**src/rtl/calc_pkg.sv**
```systemverilog
// Shared definitions for the calc arbiter: operation codes, FSM states and
// the default datapath width.
package calc_pkg;

    localparam int CALC_WIDTH = 3;

    typedef enum logic [1:0] {
        OP_ADD = 2'b00,
        OP_SUB = 2'b01,
        OP_SHL = 2'b10,
        OP_SHR = 2'b11
    } op_e;

    typedef enum logic [1:0] {
        ST_IDLE = 2'b00,
        ST_EXEC = 2'b01,
        ST_DONE = 2'b10
    } state_e;

endpackage

```
**src/rtl/calc_alu.sv**
```systemverilog
// Combinational arithmetic unit: add, subtract, shift-left and logical
// shift-right by one, each with a carry/borrow/bit-lost flag.
module calc_alu
    import calc_pkg::*;
#(
    parameter int WIDTH = CALC_WIDTH
) (
    input  op_e              op,
    input  logic [WIDTH-1:0] a,
    input  logic [WIDTH-1:0] b,
    output logic [WIDTH-1:0] result,
    output logic             ovf
);

    logic [WIDTH:0] sum;

    assign sum = {1'b0, a} + {1'b0, b};

    always_comb begin
        result = '0;
        ovf    = 1'b0;
        case (op)
            OP_ADD: begin
                result = sum[WIDTH-1:0];
                ovf    = sum[WIDTH];
            end
            OP_SUB: begin
                result = a - b;
                ovf    = (a < b);
            end
            OP_SHL: begin
                result = {a[WIDTH-2:0], 1'b0};
                ovf    = a[WIDTH-1];
            end
            OP_SHR: begin
                result = {1'b0, a[WIDTH-1:1]};
                ovf    = a[0];
            end
            default: begin
                result = '0;
                ovf    = 1'b0;
            end
        endcase
    end

endmodule

```
**src/rtl/calc_arbiter.sv**
```systemverilog
// Two-requester round-robin arbiter in front of a shared calc_alu.
// Fixed three-cycle transaction: sample (IDLE), grant (EXEC), complete (DONE).
//
//   state   | meaning
//   --------+-------------------------------------------------------------
//   IDLE    | waiting; requests sampled here, winner's operands latched
//   EXEC    | grant pulse to winner; ALU result registered at end of cycle
//   DONE    | done pulse to winner; result/ovf valid
module calc_arbiter
    import calc_pkg::*;
#(
    parameter int WIDTH = CALC_WIDTH
) (
    input  logic             clock,
    input  logic             reset,
    input  logic             req0,
    input  logic             req1,
    input  logic [1:0]       op0,
    input  logic [1:0]       op1,
    input  logic [WIDTH-1:0] a0,
    input  logic [WIDTH-1:0] b0,
    input  logic [WIDTH-1:0] a1,
    input  logic [WIDTH-1:0] b1,
    output logic             gnt0,
    output logic             gnt1,
    output logic             done0,
    output logic             done1,
    output logic [WIDTH-1:0] result,
    output logic             ovf,
    output logic             busy
);

    state_e           state_q, state_d;
    logic             winner_q, winner_d;
    logic             last_q, last_d;
    op_e              op_q, op_d;
    logic [WIDTH-1:0] a_q, a_d;
    logic [WIDTH-1:0] b_q, b_d;
    logic [WIDTH-1:0] result_q, result_d;
    logic             ovf_q, ovf_d;

    logic             any_req;
    logic             pick;
    logic [WIDTH-1:0] alu_result;
    logic             alu_ovf;

    assign any_req = req0 | req1;
    // Requester 1 wins when alone, or on a tie when requester 0 was served last.
    assign pick    = req1 & (~req0 | ~last_q);

    calc_alu #(
        .WIDTH (WIDTH)
    ) u_alu (
        .op     (op_q),
        .a      (a_q),
        .b      (b_q),
        .result (alu_result),
        .ovf    (alu_ovf)
    );

    always_ff @(posedge clock or posedge reset) begin
        if (reset) begin
            state_q  <= ST_IDLE;
            winner_q <= 1'b0;
            last_q   <= 1'b1;
            op_q     <= OP_ADD;
            a_q      <= '0;
            b_q      <= '0;
            result_q <= '0;
            ovf_q    <= 1'b0;
        end else begin
            state_q  <= state_d;
            winner_q <= winner_d;
            last_q   <= last_d;
            op_q     <= op_d;
            a_q      <= a_d;
            b_q      <= b_d;
            result_q <= result_d;
            ovf_q    <= ovf_d;
        end
    end

    always_comb begin
        state_d  = state_q;
        winner_d = winner_q;
        last_d   = last_q;
        op_d     = op_q;
        a_d      = a_q;
        b_d      = b_q;
        result_d = result_q;
        ovf_d    = ovf_q;
        case (state_q)
            ST_IDLE: begin
                if (any_req) begin
                    state_d  = ST_EXEC;
                    winner_d = pick;
                    last_d   = pick;
                    op_d     = pick ? op_e'(op1) : op_e'(op0);
                    a_d      = pick ? a1 : a0;
                    b_d      = pick ? b1 : b0;
                end
            end
            ST_EXEC: begin
                state_d  = ST_DONE;
                result_d = alu_result;
                ovf_d    = alu_ovf;
            end
            ST_DONE: state_d = ST_IDLE;
            default: state_d = ST_IDLE;
        endcase
    end

    always_comb begin
        gnt0   = 1'b0;
        gnt1   = 1'b0;
        done0  = 1'b0;
        done1  = 1'b0;
        busy   = 1'b0;
        result = '0;
        ovf    = 1'b0;
        case (state_q)
            ST_EXEC: begin
                busy = 1'b1;
                gnt0 = ~winner_q;
                gnt1 = winner_q;
            end
            ST_DONE: begin
                busy   = 1'b1;
                done0  = ~winner_q;
                done1  = winner_q;
                result = result_q;
                ovf    = ovf_q;
            end
            default: ;
        endcase
    end

endmodule

```
**config.mk**
```make
export PLATFORM = sky130hd
export DESIGN_NAME = calc_arbiter
export DESIGN_NICKNAME = d
export VERILOG_FILES = /design/src/rtl/calc_pkg.sv /design/src/rtl/calc_alu.sv /design/src/rtl/calc_arbiter.sv
export SDC_FILE = /design/constraint.sdc
export NUM_CORES = 1
export LEC_CHECK = 0
export ABC_AREA = 0
export BUFFER_PORTS_ARGS = -buffer_cell sky130_fd_sc_hd__buf_2
export CORE_AREA = 2 2 63 65
export CTS_CLUSTER_SIZE = 24
export DETAILED_ROUTE_END_ITERATION = 8
export DIE_AREA = 0 0 65 67
export HOLD_SLACK_MARGIN = 0.06
export PLACE_DENSITY_LB_ADDON = 0.12
export SLEW_MARGIN = 40
export SYNTH_ARGS = -nofsm -noshare
export SYNTH_HDL_FRONTEND = slang
export SYNTH_SLANG_ARGS = --single-unit
```
**constraint.sdc**
```tcl
create_clock -name clock -period 1.8 [get_ports clock]
set_input_delay 0.27 -clock clock [delete_from_list [all_inputs] [get_ports clock]]
set_output_delay 0.27 -clock clock [all_outputs]
set_load 0.005 [all_outputs]
```
==> results of run 1 <==
[power by group]
group / total [uW] / switching [uW] / internal [uW]
clock network: 322 / 128 / 194
logic: 1230 / 590 / 643
registers: 711 / 161 / 551
total: 2270 / 879 / 1390
[kinds of logic after synthesis]
family / Yosys count / synth area share [%]
compound gates: 26 / 14.5
xor+xnor: 2 / 1.63
fa+ha+maj: 12 / 15.3
buf+inv: 16 / 8.14
flops: 16 / 37.3
mux: 10 / 10.9
simple gates: 26 / 12.1
[routing by layer]
layer / wire, um / vias up / GRT usage (%)
li1: - / 438 / -
met3: 81 / 2 / 2.03
met1: 1070 / 370 / 14.9
met2: 1020 / 19 / 18.9
met5: 0 / - / 0
met4: 27 / 0 / 6.38
[final timing paths]
| kind | start | to | depth (start not counted) |
|---|---|---|---|
| setup / recovery | a_q[0]$_DFFE_PP0P_ | result_q[1]$_DFFE_PP0N_ | 6 |
| hold / removal | reset | result_q[0]$_DFFE_PP0N_ | 2 |
| setup reg to reg | a_q[0]$_DFFE_PP0P_ | result_q[1]$_DFFE_PP0N_ | 6 |
| hold reg to reg | result_q[1]$_DFFE_PP0N_ | result_q[1]$_DFFE_PP0N_ | 1 |
| max in group asynchronous | reset | b_q[1]$_DFFE_PP0P_ | 2 |
| min in group clock | req0 | last_q$_DFFE_PP1P_ | 2 |
[flip-flops by register name, indices dropped and copies added (netlist names)]
signal    cells
result_q      3
last_q        1
ovf_q         1
winner_q      1
state_q       2
b_q           3
a_q           3
op_q          2
[per-stage QoR]
step	setup TNS (ps)	total power, uW	setup WS (ps)	cells	util, %
2_1_floorplan	-87.6	1600	-87.6	108	-
3_3_place_gp	-106	1940	-106	188	36.0
3_5_place_dp	-164	1970	-164	188	36.0
4_1_cts	-149	2310	-149	192	37.6
5_1_grt	-248	2520	-248	192	37.6
6_report	-134	2270	-134	192	37.6
[synthesized netlist by cell type, drive strengths merged, types with 2 or more instances]
master / number
a21boi: 2
a21oi: 4
a31oi: 3
and2: 6
buf: 5
dfrtp: 15
fa: 2
ha: 10
inv: 11
mux2i: 8
nand2: 10
nor2: 4
nor2b: 3
o21ai: 12
xor2: 2
[final cells by class]
cell class                 count  area [sq um]
fill                         378          2250
multi-input combinational     76           589
sequential                    16           402
timing repair buffer          37           208
tap                           48          60.1
clock buffer                   4          55.1
inverter                      11          41.3
[what timing repair did]
| item | CTS | global route |
|---|---|---|
| setup endpoints to repair | 1 | 1 |
| hold buffers | 0 | 0 |
| gates resized for setup | 2 | 0 |
| pin swaps | 0 | 0 |
| endpoints found under the hold margin | 0 | 0 |
| cloned | 0 | 0 |
==> out/metrics.yaml, run 1 <==
h-tree-depth: 1
arrival_ps: 2070
fin_skew_ps: 1.49
cts_sinks: 16
avgSynthCellArea_sq_um: 9.96
start_kind: "register"
path_cells: "ha_1 > inv_1 > fa_1 > inv_1 > mux4_2 > mux2_4"
postCtsSetupBuffers: 0
final_nets: 177
end_kind: "register"
hpwlAfterDp_mm: 1.72
seq_area_frac_synth_pct: 37.3
synth_seq_cells: 16
min_period_ps: 1930
syn_nets: 140
cts.path.max_buffers: 2
crit_required_ps: 1940
leakage_uw: 0.000680
die_x_um: 65
die_y_um: 67
io_buffers: 28
syn_inst: 108
yosysTopAreaCell: "dfrtp_1"
drt_iter0_markers: 24
grt_max_degree: 18
crit_path_top_delay_cell: "fa_1"
viasPerCell: 4.32
clkTransAtPathRegs_ps: 70
drc_errors: 0
grt_pass1_vias: 865
fin_ws_ps: -134
rsz0062_at_grt: "true"
ys.warnings.count: 0
synth_edf_count: 0
rows: 22
critPathBufInv: 2
fmax_ghz: 0.517
critical_path_class: "reg -> reg"
cts_root_buffer: "clkbuf_8"
violations: "negative setup slack"
antenna_found_initial: 0
setup_viol: 1
grt_pass1_wl_mm: 3.86
report.final.slew_viol_count: 0
final_cell_mix: "28 x buf_2, 15 x dfrtp_1, 11 x o21ai_0"
grt_overflow: 0
coreArea_sq_mm: 0.00361
drv_cap: 0
worst_pin_slew_ps: 626
final_common_cell: "buf_2"
ios: 29
clock_latency_ps: 250
numCtsBuffers: 3
synthTopCellsByArea: "dfrtp_1 35%, ha_1 12%, mux2i_1 7.4%"
area_delta_synth_final_pct: 25.9
power.density_mw_per_mm2: 1670
drtPass1Iterations: 4
path_delay_family: "multiplexers"
syn_area_sq_mm: 0.00108
cts_tree: "yes"
yosysTopAreaCellShare_pct: 34.9
initial_utilization_pct: 29.8
routabilityCongestion: 0.728
wl_per_cell_um: 11.5
slowest_delay_ps: 470
finalInstanceArea_sq_mm: 0.00136
hp-class: "in -> async"
synth_cell_type_count: 29
cpMostUsedCell: "inv_1"
drtAntennaViolNets: 0
crit_path_max_fanout: 4
finalHoldViolations: 0
vias: 829
peakVddDrop_v: 0.000438
track_usage_pct: 11.7
drive_gt1_share_pct: 32.6
synth-async-reset-ratio_pct: 100
reg2reg_slack_ps: -130
route.final.wire_length_mm: 2.20
insertedDiodeCount: 0
dpl_cell_area_sq_mm: 0.00130
fin_crit_sh_pct: 107
synth-main-ff-cell: "dfrtp_1"
slew_headroom_pct: 58.2
die_area_sq_mm: 0.00436
status: "complete, but fails checks"
whs_ps: 88.9
Note: power is estimated with default switching activity, not from simulation.
==> inputs of run 2 (changes only) <==
--- a/config.mk
+++ b/config.mk
@@ -5,12 +5,12 @@
 export SDC_FILE = /design/constraint.sdc
 export NUM_CORES = 1
 export LEC_CHECK = 0
-export ABC_AREA = 0
+export ABC_AREA = 1
 export BUFFER_PORTS_ARGS = -buffer_cell sky130_fd_sc_hd__buf_2
-export CORE_AREA = 2 2 63 65
+export CORE_AREA = 2 2 64 66
 export CTS_CLUSTER_SIZE = 24
 export DETAILED_ROUTE_END_ITERATION = 8
-export DIE_AREA = 0 0 65 67
+export DIE_AREA = 0 0 66 68
 export HOLD_SLACK_MARGIN = 0.06
 export PLACE_DENSITY_LB_ADDON = 0.12
 export SLEW_MARGIN = 40
==> out/metrics.yaml, run 2 <==
crit_path_max_fanout: 4
coreArea_sq_mm: 0.00386
h-tree-depth: 1
finalHoldViolations: 0
grt_pass1_vias: 999
drtPass1Iterations: 4
peakVddDrop_v: 0.000582
yosysTopAreaCellShare_pct: 33.7
leakage_uw: 0.000760
dpl_cell_area_sq_mm: 0.00132
drc_errors: 0
slew_headroom_pct: 56.1
ios: 29
initial_utilization_pct: 28.8
die_x_um: 66
synth-main-ff-cell: "dfrtp_1"
fin_ws_ps: 174
reg2reg_slack_ps: 170
synth_edf_count: 0
die_area_sq_mm: 0.00449
routabilityCongestion: 0.830
viasPerCell: 4.35
fin_setup_tns_ps: 0
fmax_ghz: 0.615
reg.largest.list: "a_q (3), b_q (3), result_q (3)"
end_kind: "register"
synthTopCellsByArea: "dfrtp_1 34%, nand2_1 12%, ha_1 11%"
cts_root_buffer: "clkbuf_8"
die_y_um: 68
pre_cts_ws_ps: 185
min_period_ps: 1630
finalInstanceArea_sq_mm: 0.00137
numCtsBuffers: 3
cts_sinks: 16
rsz0062_at_grt: "false"
utilization_pct: 35.5
route.final.wire_length_mm: 2.45
drt_iter0_markers: 27
drv_cap: 0
vias: 987
ys.warnings.count: 0
hpwlAfterDp_mm: 1.98
avgSynthCellArea_sq_um: 7.67
track_usage_pct: 12.8
drtAntennaViolNets: 0
arrival_ps: 1770
fin_skew_ps: 4.22
wl_per_cell_um: 10.8
drive_gt1_share_pct: 25.4
antenna_found_initial: 0
final_common_cell: "nand2_1"
area_delta_synth_final_pct: 23.2
yosysTopAreaCell: "dfrtp_1"
startpoint: "a_q[0]$_DFFE_PP0P_"
yosysMostFrequentCell: "nand2_1"
clock_latency_ps: 250
grt_overflow: 0
grt_max_degree: 17
setup_viol: 0
rows: 23
cts_resized: 0
clkTransAtPathRegs_ps: 70
r2r-start: "a_q[0]$_DFFE_PP0P_"
cts.path.max_buffers: 2
worst_pin_slew_ps: 657
postCtsHoldBufs: 0
crit_required_ps: 1950
power.density_mw_per_mm2: 1710
io_buffers: 28
ff2ff_path_depth: 8
whs_ps: 95.8
seq_area_frac_synth_pct: 36.1
reg2reg_to: "result_q[1]$_DFFE_PP0N_"
status: "finished, final reports clean"
insertedDiodeCount: 0
synth-async-reset-ratio_pct: 100
final_nets: 210
report.final.slew_viol_count: 0
syn_inst: 145
final_cell_mix: "35 x nand2_1, 28 x buf_2, 22 x inv_1"
start_kind: "register"
synth_cell_type_count: 24
postCtsSetupBuffers: 0
syn_area_sq_mm: 0.00111
fin_crit_sh_pct: 90.3
critical_path_class: "reg -> reg"
cts_tree: "yes"
hp-class: "in -> async"
grt_pass1_wl_mm: 4.45
synth_seq_cells: 16
syn_nets: 177
synthTopCellsByCount: "35 x nand2_1, 22 x inv_1, 18 x o21ai_1"
## run 2: through the flow
step | instances | total power [uW]
CTS | 227 | 2380
global placement | 223 | 2030
finish | 227 | 2340
detailed placement | 223 | 2040
global route | 227 | 2620
floorplan | 145 | 1690
## run 2: logic make-up after synthesis
group	count (synthesis)	synth area share, %
AND/OR/NAND/NOR	63	26.4
AO/OA/AOI/OAI	27	12.9
buffers and inverters	27	9.67
flip-flops	16	36.1
adder cells (fa/ha/maj)	12	14.8
## run 2: report_power, final
part	total [uW]	internal [uW]	switching (uW)
combinational	1260	527	734
clock	335	194	140
sequential	745	551	194
total	2340	1270	1070
## run 2: worst max path at each step
stage	cells after the start	slack [ps]	to
after floorplan	8	260	result_q[1]$_DFFE_PP0N_
final	8	170	result_q[1]$_DFFE_PP0N_
after global placement	8	210	result_q[1]$_DFFE_PP0N_
after CTS	8	170	result_q[1]$_DFFE_PP0N_
after global routing	8	50	result_q[1]$_DFFE_PP0N_
after detailed placement	8	190	result_q[1]$_DFFE_PP0N_
## run 2: worst max-delay path, stage by stage (launching register included)
cell,delay (ps)
dfrtp_1,400
inv_1,70
ha_1,190
inv_1,80
fa_1,430
o21ai_2,140
nand2_1,50
o21ai_1,110
nand2_1,60
## run 2: area by class of cell
cell class | count | area, sq um
multi-input combinational | 102 | 603
inverter | 26 | 100
sequential | 16 | 402
fill | 424 | 2490
timing repair buffer | 29 | 148
clock buffer | 4 | 55.1
tap | 50 | 62.6
## run 2: routing by layer
metal | vias to the layer above | GRT usage, % | share of wire, %
met1 | 434 | 16.8 | 50
met2 | 29 | 21.5 | 43
met3 | 2 | 2.47 | 5.8
met4 | 0 | 3.83 | 0.77
met5 | - | 0 | 0
li1 | 522 | - | -
==> inputs of run 3 (changes only) <==
==> constraint.sdc (replaced) <==
create_clock -name clock -period 2 [get_ports clock]
set_input_delay 0.3 -clock clock [delete_from_list [all_inputs] [get_ports clock]]
set_output_delay 0.3 -clock clock [all_outputs]
set_load 0.005 [all_outputs]
==> out/metrics.yaml, run 3 (synthesis results as in run 2) <==
crit_required_ps: 1700
slowest_delay_ps: 380
initial_utilization_pct: 28.8
path_cells: "inv_1 > ha_1 > inv_1 > nor2_1 > buf_2"
fin_skew_ps: 0.967
min_period_ps: 1710
cts_resized: 0
drtAntennaViolNets: 0
cts_tree: "yes"
fmax_ghz: 0.584
crit_path_max_fanout: 7
critPathBufInv: 3
whs_ps: 125
grt_overflow: 0
path_delay_family: "flip-flops"
track_usage_pct: 12.2
rows: 23
wl_per_cell_um: 10.6
numCtsBuffers: 3
grt_pass1_vias: 971
drtPass1Iterations: 4
final_cell_mix: "35 x nand2_1, 28 x buf_2, 22 x inv_1"
insertedDiodeCount: 0
instances_no_fill: 226
grt_max_degree: 17
report.final.slew_viol_count: 0
fin_crit_sh_pct: 85.6
hpwlAfterDp_mm: 1.96
cts_root_buffer: "clkbuf_8"
startpoint: "state_q[1]$_DFFE_PP0P_"
r2r-start: "a_q[0]$_DFFE_PP0P_"
rsz0062_at_grt: "false"
area_delta_synth_final_pct: 22.5
cpMostUsedCell: "inv_1"
fin_setup_tns_ps: 0
reg.largest.list: "a_q (3), b_q (3), result_q (3)"
h-tree-depth: 1
end_kind: "output port"
viasPerCell: 4.33
drc_errors: 0
final_nets: 209
io_buffers: 28
coreArea_sq_mm: 0.00386
critical_path_class: "reg -> out"
grt_pass1_wl_mm: 4.17
place_inst: 222
drive_gt1_share_pct: 25.0
routabilityCongestion: 0.816
reg2reg_to: "result_q[1]$_DFFE_PP0N_"
cts_sinks: 16
setup_viol: 0
finalPower_uw: 2080
postCtsHoldBufs: 0
clock_latency_ps: 250
leakage_uw: 0.000755
reg2reg_slack_ps: 380
fillers: 427
peakVddDrop_v: 0.000564
power.density_mw_per_mm2: 1520
drv_cap: 0
antenna_found_initial: 0
slew_headroom_pct: 57.5
cts.path.max_buffers: 2
vias: 979
ios: 29
die_area_sq_mm: 0.00449
route.final.wire_length_mm: 2.39
status: "finished, final reports clean"
hp-class: "in -> async"
crit_end: "gnt0"
arrival_ps: 1410
final_common_cell: "nand2_1"
worst_pin_slew_ps: 637
clkTransAtPathRegs_ps: 60
start_kind: "register"
die_y_um: 68
finalHoldViolations: 0
drt_iter0_markers: 29
die_x_um: 66
postCtsSetupBuffers: 0
path_depth: 5
crit_path_top_delay_cell: "dfrtp_1"
ff2ff_path_depth: 8
==> run 3: changes by cell type in the layout (fill, tap and decap cells not counted) <==
cell,before,now
buf_4,1,0
==> run 3: power by group <==
part	internal, uW	leakage (uW)	switching [uW]
Combinational	463	0.000534	657
Sequential	497	0.000192	172
Clock	175	0.0000288	113
Total	1130	0.000755	942
==> run 3: through the flow <==
stage / utilization, % / worst slack (ps) / area, sq um
2_1_floorplan: - / 463 / 1110
6_report: 35.3 / 288 / 1360
3_3_place_gp: 33.9 / 412 / 1310
3_5_place_dp: 33.9 / 387 / 1310
5_1_grt: 35.3 / 109 / 1360
4_1_cts: 35.3 / 236 / 1360
==> run 3: how the worst min path moves through the flow <==
stage / startpoint / endpoint / slack [ps]
after global routing: reset / result_q[1]$_DFFE_PP0N_ / 180
after floorplan: reset / a_q[0]$_DFFE_PP0P_ / 210
final: reset / result_q[2]$_DFFE_PP0N_ / 120
after global placement: reset / result_q[1]$_DFFE_PP0N_ / 420
after CTS: reset / result_q[1]$_DFFE_PP0N_ / 150
after detailed placement: reset / result_q[1]$_DFFE_PP0N_ / 420
==> run 3: cell type report <==
type / instances / area (sq um) / share of cell area, %
multi-input cells: 102 / 603 / 44.3
flip-flops and latches: 16 / 402 / 29.5
inverters: 26 / 100 / 7.35
repair buffers: 28 / 140 / 10.3
well taps: 50 / 62.6 / 4.59
clock buffers: 4 / 55.1 / 4.04
==> run 3: per-layer routing <==
metal / wire length [um] / vias up / track usage (%)
met2: 1020 / 28 / 20.3
met5: 0 / - / 0
met3: 124 / 5 / 1.97
met1: 1200 / 421 / 15.3
met4: 45 / 0 / 6.12
li1: - / 525 / -
